## src/rtl/regfile_ctrl_pkg.sv

```systemverilog
// Shared widths and the writeback-source tag for the register-file write arbiter.
package regfile_ctrl_pkg;

    localparam int DATA_WIDTH_DEF = 32;
    localparam int SEL_WIDTH_DEF  = 5;

    // Identifies which source produced the write held in the output register.
    typedef enum logic [1:0] {
        WB_NONE = 2'd0,
        WB_A    = 2'd1,
        WB_B    = 2'd2
    } wb_src_t;

endpackage

```

## src/rtl/regfile_scoreboard.sv

```systemverilog
// Busy-bit scoreboard for long-latency destinations plus a count of busy registers.
module regfile_scoreboard #(
    parameter int SEL_WIDTH   = 5,
    parameter int MAX_PENDING = 4
) (
    input  logic                 clk,
    input  logic                 reset,
    input  logic                 set_en,
    input  logic [SEL_WIDTH-1:0] set_addr,
    input  logic                 clr_en,
    input  logic [SEL_WIDTH-1:0] clr_addr,
    input  logic [SEL_WIDTH-1:0] src1,
    input  logic [SEL_WIDTH-1:0] src2,
    input  logic [SEL_WIDTH-1:0] dest,
    output logic                 hazard_src1,
    output logic                 hazard_src2,
    output logic                 hazard_dest,
    output logic                 full,
    output logic [SEL_WIDTH:0]   count
);

    localparam int NREGS = 2 ** SEL_WIDTH;

    logic [NREGS-1:0] busy;
    logic [NREGS-1:0] busy_next;
    logic             set_eff;
    logic             clr_eff;

    // Register 0 never becomes busy; a clear only counts if the bit was actually set.
    assign set_eff = set_en && (set_addr != '0);
    assign clr_eff = clr_en && busy[clr_addr];

    always_comb begin
        busy_next = busy;
        if (clr_eff) busy_next[clr_addr] = 1'b0;
        if (set_eff) busy_next[set_addr] = 1'b1;
        busy_next[0] = 1'b0;
    end

    always_ff @(posedge clk or posedge reset) begin
        if (reset) begin
            busy  <= '0;
            count <= '0;
        end else begin
            busy <= busy_next;
            case ({set_eff, clr_eff})
                2'b10:   count <= count + 1'b1;
                2'b01:   count <= count - 1'b1;
                default: count <= count;
            endcase
        end
    end

    assign hazard_src1 = busy[src1];
    assign hazard_src2 = busy[src2];
    assign hazard_dest = busy[dest];
    assign full        = (count == (SEL_WIDTH + 1)'(MAX_PENDING));

endmodule

```

## src/rtl/regfile_wb_arbiter.sv

```systemverilog
// Arbitrates the register-file write port between the ALU (A) and the mul/div unit (B),
// buffering one B write and stalling issue on hazards, pending overflow and B starvation.
module regfile_wb_arbiter
    import regfile_ctrl_pkg::*;
#(
    parameter int DATA_WIDTH   = DATA_WIDTH_DEF,
    parameter int SEL_WIDTH    = SEL_WIDTH_DEF,
    parameter int MAX_PENDING  = 4,
    parameter int STARVE_LIMIT = 8
) (
    input  logic                  clk,
    input  logic                  reset,
    input  logic                  issue_valid,
    input  logic                  issue_writes,
    input  logic                  issue_long,
    input  logic [SEL_WIDTH-1:0]  issue_dest,
    input  logic [SEL_WIDTH-1:0]  issue_src1,
    input  logic [SEL_WIDTH-1:0]  issue_src2,
    output logic                  issue_stall,
    input  logic                  a_valid,
    input  logic [SEL_WIDTH-1:0]  a_addr,
    input  logic [DATA_WIDTH-1:0] a_data,
    input  logic                  b_valid,
    input  logic [SEL_WIDTH-1:0]  b_addr,
    input  logic [DATA_WIDTH-1:0] b_data,
    output logic                  b_ready,
    output logic                  RegWrite,
    output logic [SEL_WIDTH-1:0]  write_address,
    output logic [DATA_WIDTH-1:0] write_data,
    output logic [SEL_WIDTH:0]    pending_count
);

    localparam int CNT_W = $clog2(STARVE_LIMIT + 1);

    logic                  buf_full;
    logic [SEL_WIDTH-1:0]  buf_addr;
    logic [DATA_WIDTH-1:0] buf_data;
    logic                  b_accept;
    logic                  buf_drain;
    logic [CNT_W-1:0]      starve_cnt;
    logic                  starve_forced;
    wb_src_t               sel_src;
    wb_src_t               wb_src;
    logic [SEL_WIDTH-1:0]  sel_addr;
    logic [DATA_WIDTH-1:0] sel_data;
    logic                  b_commit;
    logic                  hz_src1, hz_src2, hz_dest, sb_full;
    logic                  issue_set;

    // B handshake: a write transfers on a rising edge where b_valid && b_ready;
    // b_ready is simply "buffer empty", so a fill and a drain never share a cycle.
    assign b_ready   = !buf_full;
    assign b_accept  = b_valid && !buf_full;
    assign buf_drain = buf_full && !a_valid;

    always_comb begin
        sel_src  = WB_NONE;
        sel_addr = '0;
        sel_data = '0;
        if (a_valid) begin
            sel_src  = WB_A;
            sel_addr = a_addr;
            sel_data = a_data;
        end else if (buf_full) begin
            sel_src  = WB_B;
            sel_addr = buf_addr;
            sel_data = buf_data;
        end
    end

    always_ff @(posedge clk or posedge reset) begin
        if (reset) begin
            buf_full <= 1'b0;
            buf_addr <= '0;
            buf_data <= '0;
        end else if (b_accept) begin
            buf_full <= 1'b1;
            buf_addr <= b_addr;
            buf_data <= b_data;
        end else if (buf_drain) begin
            buf_full <= 1'b0;
        end
    end

    assign starve_forced = (starve_cnt == CNT_W'(STARVE_LIMIT));

    always_ff @(posedge clk or posedge reset) begin
        if (reset) begin
            starve_cnt <= '0;
        end else if (buf_drain) begin
            starve_cnt <= '0;
        end else if (buf_full && a_valid && !starve_forced) begin
            starve_cnt <= starve_cnt + 1'b1;
        end
    end

    // Writes to register 0 are dropped here; the buffer still drains above.
    always_ff @(posedge clk or posedge reset) begin
        if (reset) begin
            RegWrite      <= 1'b0;
            write_address <= '0;
            write_data    <= '0;
            wb_src        <= WB_NONE;
        end else begin
            RegWrite      <= (sel_src != WB_NONE) && (sel_addr != '0);
            write_address <= sel_addr;
            write_data    <= sel_data;
            wb_src        <= (sel_addr != '0) ? sel_src : WB_NONE;
        end
    end

    // The busy bit clears on the same edge the register file commits the B write.
    assign b_commit = RegWrite && (wb_src == WB_B);

    assign issue_stall = issue_valid &&
                         (hz_src1 || hz_src2 || (issue_writes && hz_dest) ||
                          (issue_long && sb_full) || starve_forced);

    assign issue_set = issue_valid && !issue_stall && issue_writes && issue_long;

    regfile_scoreboard #(
        .SEL_WIDTH   (SEL_WIDTH),
        .MAX_PENDING (MAX_PENDING)
    ) u_scoreboard (
        .clk         (clk),
        .reset       (reset),
        .set_en      (issue_set),
        .set_addr    (issue_dest),
        .clr_en      (b_commit),
        .clr_addr    (write_address),
        .src1        (issue_src1),
        .src2        (issue_src2),
        .dest        (issue_dest),
        .hazard_src1 (hz_src1),
        .hazard_src2 (hz_src2),
        .hazard_dest (hz_dest),
        .full        (sb_full),
        .count       (pending_count)
    );

endmodule

```

## config.mk

```make
export PLATFORM = sky130hd
export DESIGN_NAME = regfile_wb_arbiter
export DESIGN_NICKNAME = d
export VERILOG_FILES = /design/src/rtl/regfile_ctrl_pkg.sv /design/src/rtl/regfile_scoreboard.sv /design/src/rtl/regfile_wb_arbiter.sv
export SDC_FILE = /design/constraint.sdc
export NUM_CORES = 1
export LEC_CHECK = 0
export CAP_MARGIN = 20
export CORE_AREA = 8 8 166 129
export DETAILED_ROUTE_END_ITERATION = 16
export DIE_AREA = 0 0 174 137
export GPL_ROUTABILITY_DRIVEN = 0
export HOLD_SLACK_MARGIN = 0.1
export PLACE_DENSITY = 0.65
export SETUP_SLACK_MARGIN = 0.2
export SKIP_CTS_REPAIR_TIMING = 1
export SLEW_MARGIN = 20
export SYNTH_ARGS = -nofsm -noshare
export SYNTH_HDL_FRONTEND = slang
export SYNTH_HIERARCHICAL = 1
export SYNTH_SLANG_ARGS = --single-unit
```

## constraint.sdc

```tcl
create_clock -name clk -period 4.3 [get_ports clk]
set_clock_uncertainty 0.2 [all_clocks]
set_input_delay 0.645 -clock clk [delete_from_list [all_inputs] [get_ports clk]]
set_output_delay 0.645 -clock clk [all_outputs]
set_load 0.01 [all_outputs]
```

Word-level counts from Yosys, hierarchy flattened
Index checks and enable logic that the tools add are counted.
- bits in registers: 119
- bits in latches: 0
- RAM bits: 0
- memory bits (read-only): 0
- bits of input ports: 96
- output and inout port bits: 46
- logic and storage cells: 83
- memories kept: 0
- $add $sub $neg: 3
- multipliers: 0
- div/mod/pow operators: 0
- $lt $le $gt $ge: 6
- eq/ne operators: 5
- shifts and indexed selects: 0
- multiplexer cells: 26
- bitwise gates (word level): 3
- reductions and logical operators: 30
- operators with widths (kind ; number):
    $mux 32 ; 4
    $and 32x32->32 ; 1
    $not 32->32 ; 1
    $or 32x32->32 ; 1
    $lt 5x6->1 const B ; 4
    $bmux 1 s5 ; 4
    $logic_and 1x1->1 ; 16
    $pmux 6 s2 ; 1
    $demux 1 s5 ; 2
    $ge 5x1->1 const B ; 2
    $mux 5 ; 2
    $reduce_bool 5->1 ; 2
    $mux 1 ; 8
    $mux 4 ; 2
    $reduce_bool 2->1 ; 4
    $add 6x1->6 const B ; 1
    $eq 6x3->1 const B ; 1
    $mux 2 ; 3
    $sub 6x1->6 const B ; 1
    $add 4x1->4 const B ; 1
    $eq 2x2->1 const B ; 2
    $eq 4x4->1 const B ; 1
    $logic_not 1->1 ; 4
    $logic_or 1x1->1 ; 4
    $eq 2x1->1 const B ; 1

Logic depth before layout (Yosys ltp)
Gate-level depths: netlist of the first run.
- word-level depth: 14
- mapped depth: 18
- depth with buffers taken out: 16

Modules after synthesis
Netlist of the first run, hierarchy kept.
- modules (own cells, without submodules) (module ; times used ; cells an instance ; area each (µm²) ; sequential area each (µm²)):
    regfile_scoreboard ; 1 ; 312 ; 3250.6 ; 925.9
    regfile_wb_arbiter ; 1 ; 254 ; 3191.8 ; 2052.0

Least setup slack after synthesis of the first run
No wires, ideal clock.
- path type: input to register
- start: input port issue_dest[0]
- end: register u_scoreboard.count[4]
- library setup time: 0.079 ns
- arrival: 4.427 ns
- required time: 4.021 ns
- slack: -0.407 ns
- stages: 17
- buffers on the path: 2
- cells stage by stage: buf_2 -> mux4_2 -> mux4_2 -> mux2_2 -> a22o_1 -> or4_4 -> nor2_1 -> o21ai_0 -> ha_1 -> buf_2 -> xor2_1 -> ha_1 -> inv_1 -> o21ai_0 -> a21o_1 -> a21oi_1 -> xor2_1
- longest elaborated chain between the ends: 14
- elaborated cells on any way between the ends: 17
- those cells by class: eq/ne (2); mux (3); reduce/logical (12)
- RTL lines (what ; line ; source):
    from (decl) ; regfile_wb_arbiter.sv:16 ; input logic [SEL_WIDTH-1:0] issue_dest,
    $bmux 1 s5 * ; regfile_scoreboard.sv:56 ; assign hazard_dest = busy[dest];
    $mux 1 (not written as such) * ; regfile_scoreboard.sv:56 ;
    named net hz_dest ; regfile_wb_arbiter.sv:47 ; logic hz_src1, hz_src2, hz_dest, sb_full;
    $logic_and 1x1->1 * ; regfile_wb_arbiter.sv:116 ; (hz_src1 || hz_src2 || (issue_writes && hz_dest) ||
    $logic_or 1x1->1 * (2 in a row) ; regfile_wb_arbiter.sv:116 ;
    $logic_or 1x1->1 * ; regfile_wb_arbiter.sv:117 ; (issue_long && sb_full) || starve_forced);
    $logic_and 1x1->1 * ; regfile_wb_arbiter.sv:115 ; assign issue_stall = issue_valid &&
    $logic_not 1->1 * ; regfile_wb_arbiter.sv:119 ; assign issue_set = issue_valid && !issue_stall && issue_writes && issue_long;
    $logic_and 1x1->1 * (3 in a row) ; regfile_wb_arbiter.sv:119 ;
    named net issue_set ; regfile_wb_arbiter.sv:48 ; logic issue_set;
    $logic_and 1x1->1 * ; regfile_scoreboard.sv:30 ; assign set_eff = set_en && (set_addr != '0);
    $eq 2x1->1 or $eq 2x2->1 (tied branches) ; regfile_scoreboard.sv:46 ; case ({set_eff, clr_eff})
    $pmux 6 s2 or $reduce_bool 2->1 (tied branches) ; - ;
    to (signal assigned) ; regfile_scoreboard.sv:47 ; 2'b10: count <= count + 1'b1;
    to (signal assigned) ; regfile_scoreboard.sv:48 ; 2'b01: count <= count - 1'b1;
    to (signal assigned) ; regfile_scoreboard.sv:49 ; default: count <= count;
    to (decl) ; regfile_scoreboard.sv:19 ; output logic [SEL_WIDTH:0] count
Mark *: on every way through the listed nets, which the timed path passes. The rest lies on a longest branch. The select of a mux whose other input is x is not followed.
A chain may end at the register's enable or synchronous reset.

Final worst setup path of the first run
- start: register u_scoreboard.busy[7]
- end: register u_scoreboard.count[4]
- longest elaborated chain between the ends: 14
- elaborated cells on any way between the ends: 24
- those cells by class: eq/ne (2); mux (9); reduce/logical (13)
- RTL lines (what ; line ; source):
    from (decl) ; regfile_scoreboard.sv:24 ; logic [NREGS-1:0] busy;
    from (signal assigned) ; regfile_scoreboard.sv:45 ; busy <= busy_next;
    $bmux 1 s5 * ; regfile_scoreboard.sv:56 ;
    $mux 1 (not written as such) * ; regfile_scoreboard.sv:56 ;
    named net hz_dest ; regfile_wb_arbiter.sv:47 ;
    $logic_and 1x1->1 * ; regfile_wb_arbiter.sv:116 ;
    $logic_or 1x1->1 * (2 in a row) ; regfile_wb_arbiter.sv:116 ;
    $logic_or 1x1->1 * ; regfile_wb_arbiter.sv:117 ;
    $logic_and 1x1->1 * ; regfile_wb_arbiter.sv:115 ;
    $logic_not 1->1 * ; regfile_wb_arbiter.sv:119 ;
    $logic_and 1x1->1 * (3 in a row) ; regfile_wb_arbiter.sv:119 ;
    named net issue_set ; regfile_wb_arbiter.sv:48 ;
    $logic_and 1x1->1 * ; regfile_scoreboard.sv:30 ;
    $eq 2x1->1 or $eq 2x2->1 (tied branches) ; regfile_scoreboard.sv:46 ;
    $pmux 6 s2 or $reduce_bool 2->1 (tied branches) ; - ;
Marks and branches as above.

==> results of run 1 <==
per-layer routing:
metal  share of wire  vias up  wire length [µm]
li1                -     2421                 -
met1            0.41     2624              8210
met2            0.45      315              8890
met3            0.13       27              2510
met4           0.011        4               226
met5          0.0011        -                22
state kept, by name, indices dropped and copies added (netlist names):
name,count
buf_addr,5
buf_data,32
u_scoreboard/busy,31
RegWrite,1
write_address,5
write_data,32
u_scoreboard/count,6
starve_cnt,4
buf_full,1
wb_src,2
cell families (layout without fill, tap and decap cells):
family,count (synthesis),in the layout,synth area share
compound gates,124,124,0.150
flops,119,119,0.462
xor+xnor,7,7,0.00952
buf+inv,45,219,0.0336
mux,85,85,0.194
simple gates,181,181,0.141
fa+ha+maj,5,5,0.00971
synthesized netlist by cell type (4+ instances only):
cell / count
a21oi_4: 10
nand3_1: 13
a21oi_2: 7
nor2b_1: 11
ha_1: 5
or3_1: 5
o21ai_0: 29
o22a_1: 4
mux2i_1: 16
a2bb2oi_1: 4
inv_1: 9
nor3_1: 19
dfrtp_1: 119
nor3b_1: 4
nor2_1: 43
a31oi_1: 6
mux2_2: 41
o22ai_1: 6
clkbuf_1: 14
a22o_1: 16
buf_2: 18
nand2b_1: 4
a22oi_1: 4
mux4_2: 28
a211oi_1: 5
a21oi_1: 19
xor2_1: 5
nand2_1: 55
stage by stage:
| stage | TNS [ns] | hold WS [ns] |
|---|---|---|
| after floorplan | -0.0000222 | 0.262 |
| after global placement | -5.08 | 0.270 |
| after detailed placement | -6.30 | 0.275 |
| after CTS | -0.693 | 0.292 |
| after global routing | 0 | 0.307 |
| final | 0 | 0.290 |
cell usage in the layout (no fill, tap or decap), types with 6 or more instances in the layout:
cell type	n
a31oi_1	6
o21ai_0	28
nand3_1	13
nand2_1	55
dfrtp_2	14
mux2i_1	16
mux2_2	40
clkdlybuf4s50_1	133
dfrtp_1	105
a22o_1	16
a21oi_4	10
a21oi_1	17
a21oi_2	9
nor2_1	42
mux4_2	28
inv_1	8
clkbuf_16	19
o22ai_1	6
nor2b_1	10
nor3_1	19
buf_4	28
final cells by class:
cell class,count,area (µm²),share of cell area
clock buffer,18,439,0.0488
clock inverter,13,124,0.0138
inverter,9,35.0,0.00389
multi-input combinational,402,3280,0.365
sequential,119,3000,0.333
tap,253,317,0.0352
timing repair buffer,179,1800,0.201
power by group through the flow:
stage / logic (W) / registers [W] / clock network, W
finish: 0.00105 / 0.00159 / 0.00135
global route: 0.00114 / 0.00163 / 0.00143
CTS: 0.00104 / 0.00158 / 0.00138
detailed placement: 0.00103 / 0.00160 / 0
global placement: 0.00100 / 0.00158 / 0
floorplan: 0.000662 / 0.00151 / 0
final timing paths:
check | start | endpoint | slack [ns] | depth (start not counted)
setup / recovery | u_scoreboard/busy[7] | u_scoreboard/count[4] | 0.24 | 15
hold / removal | buf_data[1] | write_data[1] | 0.29 | 1
setup reg to reg | u_scoreboard/busy[7] | u_scoreboard/count[4] | 0.24 | 15
hold reg to reg | buf_data[1] | write_data[1] | 0.29 | 1
max in group asynchronous | reset | buf_addr[1] | 2.68 | 3
min in group asynchronous | reset | buf_data[6] | 0.48 | 2
worst max-delay path, cell delays in order (launching register included):
cell     delay [ns]
dfrtp_1        0.46
mux4_2         0.48
mux4_2         0.47
mux2_4         0.28
a22o_1         0.20
or4_4          0.43
nor2_4         0.12
o21ai_2        0.07
ha_2           0.18
xor2_1         0.16
ha_2           0.24
a21o_1         0.14
nand2_1        0.08
a21o_1         0.19
a21oi_2        0.13
xor2_1         0.15
==> out/results.txt, run 1 <==
Status = complete, no violations
Unrepaired setup endpoints after global routing = yes
Finished Layout Cells = 993
Area contributors post-synth = dfrtp_1 46%, mux4_2 9.8%, mux2_2 7.2%
Width of the die = 174 µm
Antenna Violating Nets Remaining = 0
Post-synth ARST share = 1.00
Busiest grt layer = met2
Grt total ovfl = 0
Logic pwr share = 0.263
Syn_nets = 667
Sequential fraction of the synthesis area = 0.462
Post-synthesis sequential element count = 119
Place WS = -0.625 ns
Final wirelength = 19,900 µm
Vias per inst = 5.43
Synthesis-to-finish area growth = 39.7%
Synth area leader = dfrtp_1
Pin count of the biggest net entering global routing = 51
Max VDD drop = 0.237 mV
Synthesis Warnings = 6
Initial DRC count = 478
Layout cells sized above 1 = 0.261
DP HPWL = 14,400 µm
Period minus WS final = 4.06 ns
Cell area after synthesis = 6440 µm²
Number of max-cap violations = 0
Final Total Pwr = 0.00399 W
Top_reg_cell synth = dfrtp_1
EDFF count, synth = 0
WP data required = 4.43 ns
Power density cells = 443 nW/µm²
Endpoint class of the critical path = flop
FP Rows = 44
GRT Util Overall = 0.166
Vias in the first global route = 5,654
Worst setup SP type = flop
Clk pwr share = 0.337
Final setup fails = 0
Clock Path Buffers = 2
Layout Nets = 829
First-pass GRT wire length = 31,200 µm
Internal power = 0.00275 W
Post-synth cell types = 58
WP data arrival = 4.19 ns
Num ports = 142
Routed via count = 5,391
M1 GR Usage = 0.213
CTS Sinks = 119
Clk_lat worst skew = 0.41 ns
Initial Util = 0.342
Die height = 137 µm
Initial antenna violation count = 2
Met2 GRT Util = 0.247
Leak Pwr = 3.65 nW
PnR worst setup slack = 0.245 ns
Switching part of the total power = 0.311
Utilization after layout = 0.478
H-Tree Depth = 4
Avg Cell Area, Syn = 11.4 µm²
Worst Setup Path Type = flop to flop
Slew HR = 0.542
Drt wl/cell = 20.0 µm
CTS tree = built
Slew Limit Fails = 0
Switching power = 0.00124 W
Post-synth top area share = 0.462
Clock transition at path regs = 0.06 ns
Detailed Routing Iterations Pass 1 = 5
Hold Path Class = flop to flop
CP max FO = 5
Flop pwr share = 0.400
Placed Instances = 951
TritonCTS Buffers = 17
# port buffers = 141
Final instance area = 9000 µm²
Worst-Margin Slew = 0.686 ns
# diodes = 0
Core area = 18,800 µm²
FMAX = 0.247 GHz
Fill count = 1,715
Total die area = 23,800 µm²
Final Hold Fails = 0
M3 GR Usage = 0.0808
Clock root buffer = clkbuf_16
Post-synthesis cell count = 566
Fin crit share = 0.943
Drt drc = 0
Placed cell areas = 8260 µm²
(Power assumes the default switching activity.)
==> inputs of run 2 (changes only) <==
--- a/config.mk
+++ b/config.mk
@@ -6,9 +6,9 @@
 export NUM_CORES = 1
 export LEC_CHECK = 0
 export CAP_MARGIN = 20
-export CORE_AREA = 8 8 166 129
+export CORE_AREA = 2 2 160 123
 export DETAILED_ROUTE_END_ITERATION = 16
-export DIE_AREA = 0 0 174 137
+export DIE_AREA = 0 0 162 125
 export GPL_ROUTABILITY_DRIVEN = 0
 export HOLD_SLACK_MARGIN = 0.1
 export PLACE_DENSITY = 0.65
==> run 2 against run 1 <==
Compared with the run above:
- via count shrank 0.78%
- final cell count shrank 0.20%
- fmax shrank 0.31%
- critical path depth is the same
- sequential cell count is the same
- first-iteration DRC count shrank 11%
- routed wire length shrank 4.5%
- sequential power is essentially flat
- critical endpoint unchanged
- largest cell class unchanged
==> out/results.txt, run 2 (synthesized netlist as in run 1, its figures left out) <==
Status = complete, no violations
TritonCTS Buffers = 17 (unchanged)
Unrepaired setup endpoints after global routing = yes
R2r endpoint = u_scoreboard/count[4]
Total die area = 20,300 µm² (-15%)
Drt drc = 0 (unchanged)
Clock transition at path regs = 0.06 ns (about the same)
Worst-Margin Slew = 0.972 ns (+0.286 ns)
Initial DRC count = 426 (-11%)
TNS Setup = 0 ns (unchanged)
FMAX = 0.246 GHz (-0.31%)
Detailed Routing Iterations Pass 1 = 5 (unchanged)
R2R setup slack = 0.23 ns (about the same)
Clock Path Buffers = 2 (unchanged)
Die height = 125 µm (-8.8%)
Initial Util = 0.342 (unchanged)
Period minus WS final = 4.07 ns (+0.0126 ns)
Routed via count = 5,349 (-0.78%)
CTS tree = built
Core area = 18,800 µm² (unchanged)
CTS Sinks = 119 (unchanged)
Max VDD drop = 0.200 mV (-16%)
Pin count of the biggest net entering global routing = 69 (+35%)
FP Rows = 44 (unchanged)
Worst setup SP type = flop
Hold path startpoint = buf_data[2]
CP bufs+invs = 1 (+1)
CP max FO = 5 (unchanged)
Biggest regs = buf_data: 32 flops, write_data: 32 flops, u_scoreboard/busy: 31 flops
Worst r2r src = u_scoreboard/busy[7]
# diodes = 0 (unchanged)
Synthesis-to-finish area growth = 39.6% (about the same)
Final wirelength = 19,000 µm (-4.5%)
CP cell instances = mux4_2 -> mux4_2 -> mux2_4 -> a22o_1 -> or4_4 -> nor2_4 -> o21ai_2 -> ha_2 -> xor2_1 -> ha_2 -> inv_1 -> o21ai_0 -> a21o_1 -> a21oi_2 -> xor2_1
PnR worst setup slack = 0.232 ns (-0.0126 ns)
Endpoint class of the critical path = flop
Slew Limit Fails = 0 (unchanged)
Slew HR = 0.352 (-0.190)
Antenna Violating Nets Remaining = 0 (unchanged)
Register-to-Register Path Depth = 15 (unchanged)
Worst Hold Path EP = write_data[2]
Clock root buffer = clkbuf_16
Clk_lat worst skew = 0.42 ns (about the same)
Hold Path Class = flop to flop
DP HPWL = 13,400 µm (-7.0%)
H-Tree Depth = 4 (unchanged)
CP top delay family = multiplexers
Critical path's slowest cell = mux4_2
Final Hold Fails = 0 (unchanged)
Layout Nets = 826 (-0.36%)
Initial antenna violation count = 1 (-1)
Fin crit share = 0.946 (+0.00292)
Leak Pwr = 3.66 nW (+0.24%)
# port buffers = 141 (unchanged)
Worst Setup Path Type = flop to flop
Num ports = 142 (unchanged)
Vias in the first global route = 5,537 (-2.1%)
Final setup fails = 0 (unchanged)
WHS Path Cells = 1 (unchanged)
Most frequent cells in the layout = 133 x clkdlybuf4s50_1, 113 x dfrtp_1, 55 x nand2_1
Grt total ovfl = 0 (unchanged)
Final Total Pwr = 0.00406 W (+1.9%)
Drt wl/cell = 19.1 µm (-4.3%)
First-pass GRT wire length = 29,500 µm (-5.4%)
Width of the die = 162 µm (-6.9%)
Vias per inst = 5.40 (-0.58%)
Largest stage delay on the critical path = 0.50 ns (+0.02 ns)
WP data arrival = 4.17 ns (-0.02 ns)
Place WS = -0.561 ns (+0.0637 ns)
WP data required = 4.40 ns (-0.03 ns)
Most common cell after layout, fill and taps aside = clkdlybuf4s50_1
Layout cells sized above 1 = 0.247 (-0.0142)
GRT Util Overall = 0.188 (+0.0213)
Number of max-cap violations = 0 (unchanged)
Power density cells = 451 nW/µm² (+1.9%)
[run 2: cell count changes in the layout (fill, tap and decap cells not counted), moves of 2 or more]
| cell | before | now |
|---|---|---|
| buf_4 | 28 | 26 |
| dfrtp_2 | 14 | 6 |
| clkinv_2 | 3 | 1 |
| inv_6 | 3 | 6 |
| dfrtp_1 | 105 | 113 |
| clkinv_4 | 4 | 1 |
[run 2: layout make-up]
cell class              instances  area, µm²
repair buffers                176       1780
fillers                      1718       9830
multi-input cells             402       3290
inverters                       9       35.0
clock buffers                  18        429
flip-flops and latches        119       2990
clock inverters                14        163
well taps                     253        317
[run 2: through the flow]
stage / util / hold WS [ns] / instances / area (µm²)
6_report: 0.478 / 0.290 / 991 / 9000
5_1_grt: 0.478 / 0.310 / 991 / 9000
4_1_cts: 0.469 / 0.293 / 981 / 8830
3_5_place_dp: 0.438 / 0.280 / 949 / 8240
3_3_place_gp: 0.438 / 0.270 / 949 / 8240
2_1_floorplan: - / 0.262 / 566 / 6490
[run 2: routing by layer]
layer / track usage / up-vias / wire length, µm
met5: 0 / - / 7
met4: 0.0713 / 2 / 407
met3: 0.0773 / 41 / 2130
met2: 0.279 / 281 / 8460
met1: 0.245 / 2620 / 7970
li1: - / 2405 / -
[run 2: power breakdown]
| part | switching [W] | internal, W | leakage [nW] |
|---|---|---|---|
| logic | 0.000443 | 0.000590 | 1.90 |
| registers | 0.000259 | 0.00134 | 1.48 |
| clock network | 0.000565 | 0.000868 | 0.277 |
| total | 0.00127 | 0.00279 | 3.66 |
[run 2: worst max-delay path by stage]
stage,from,to,slack (ns),cells after the start
after floorplan,issue_dest[0],u_scoreboard/count[4],-0.00002,17
after global placement,issue_dest[0],u_scoreboard/count[4],-0.49,17
after detailed placement,issue_dest[0],u_scoreboard/count[4],-0.56,17
after CTS,issue_dest[0],issue_stall,-0.40,9
after global routing,u_scoreboard/busy[19],u_scoreboard/count[4],0.12,15
final,u_scoreboard/busy[7],u_scoreboard/count[4],0.23,15
==> inputs of run 3 (changes only) <==
--- a/config.mk
+++ b/config.mk
@@ -5,6 +5,7 @@
 export SDC_FILE = /design/constraint.sdc
 export NUM_CORES = 1
 export LEC_CHECK = 0
+export ABC_CLOCK_PERIOD_IN_PS = 4300
 export CAP_MARGIN = 20
 export CORE_AREA = 2 2 160 123
 export DETAILED_ROUTE_END_ITERATION = 16
==> results of run 3 <==
The final DEF is identical to that of run 2; final timing and power are the same.
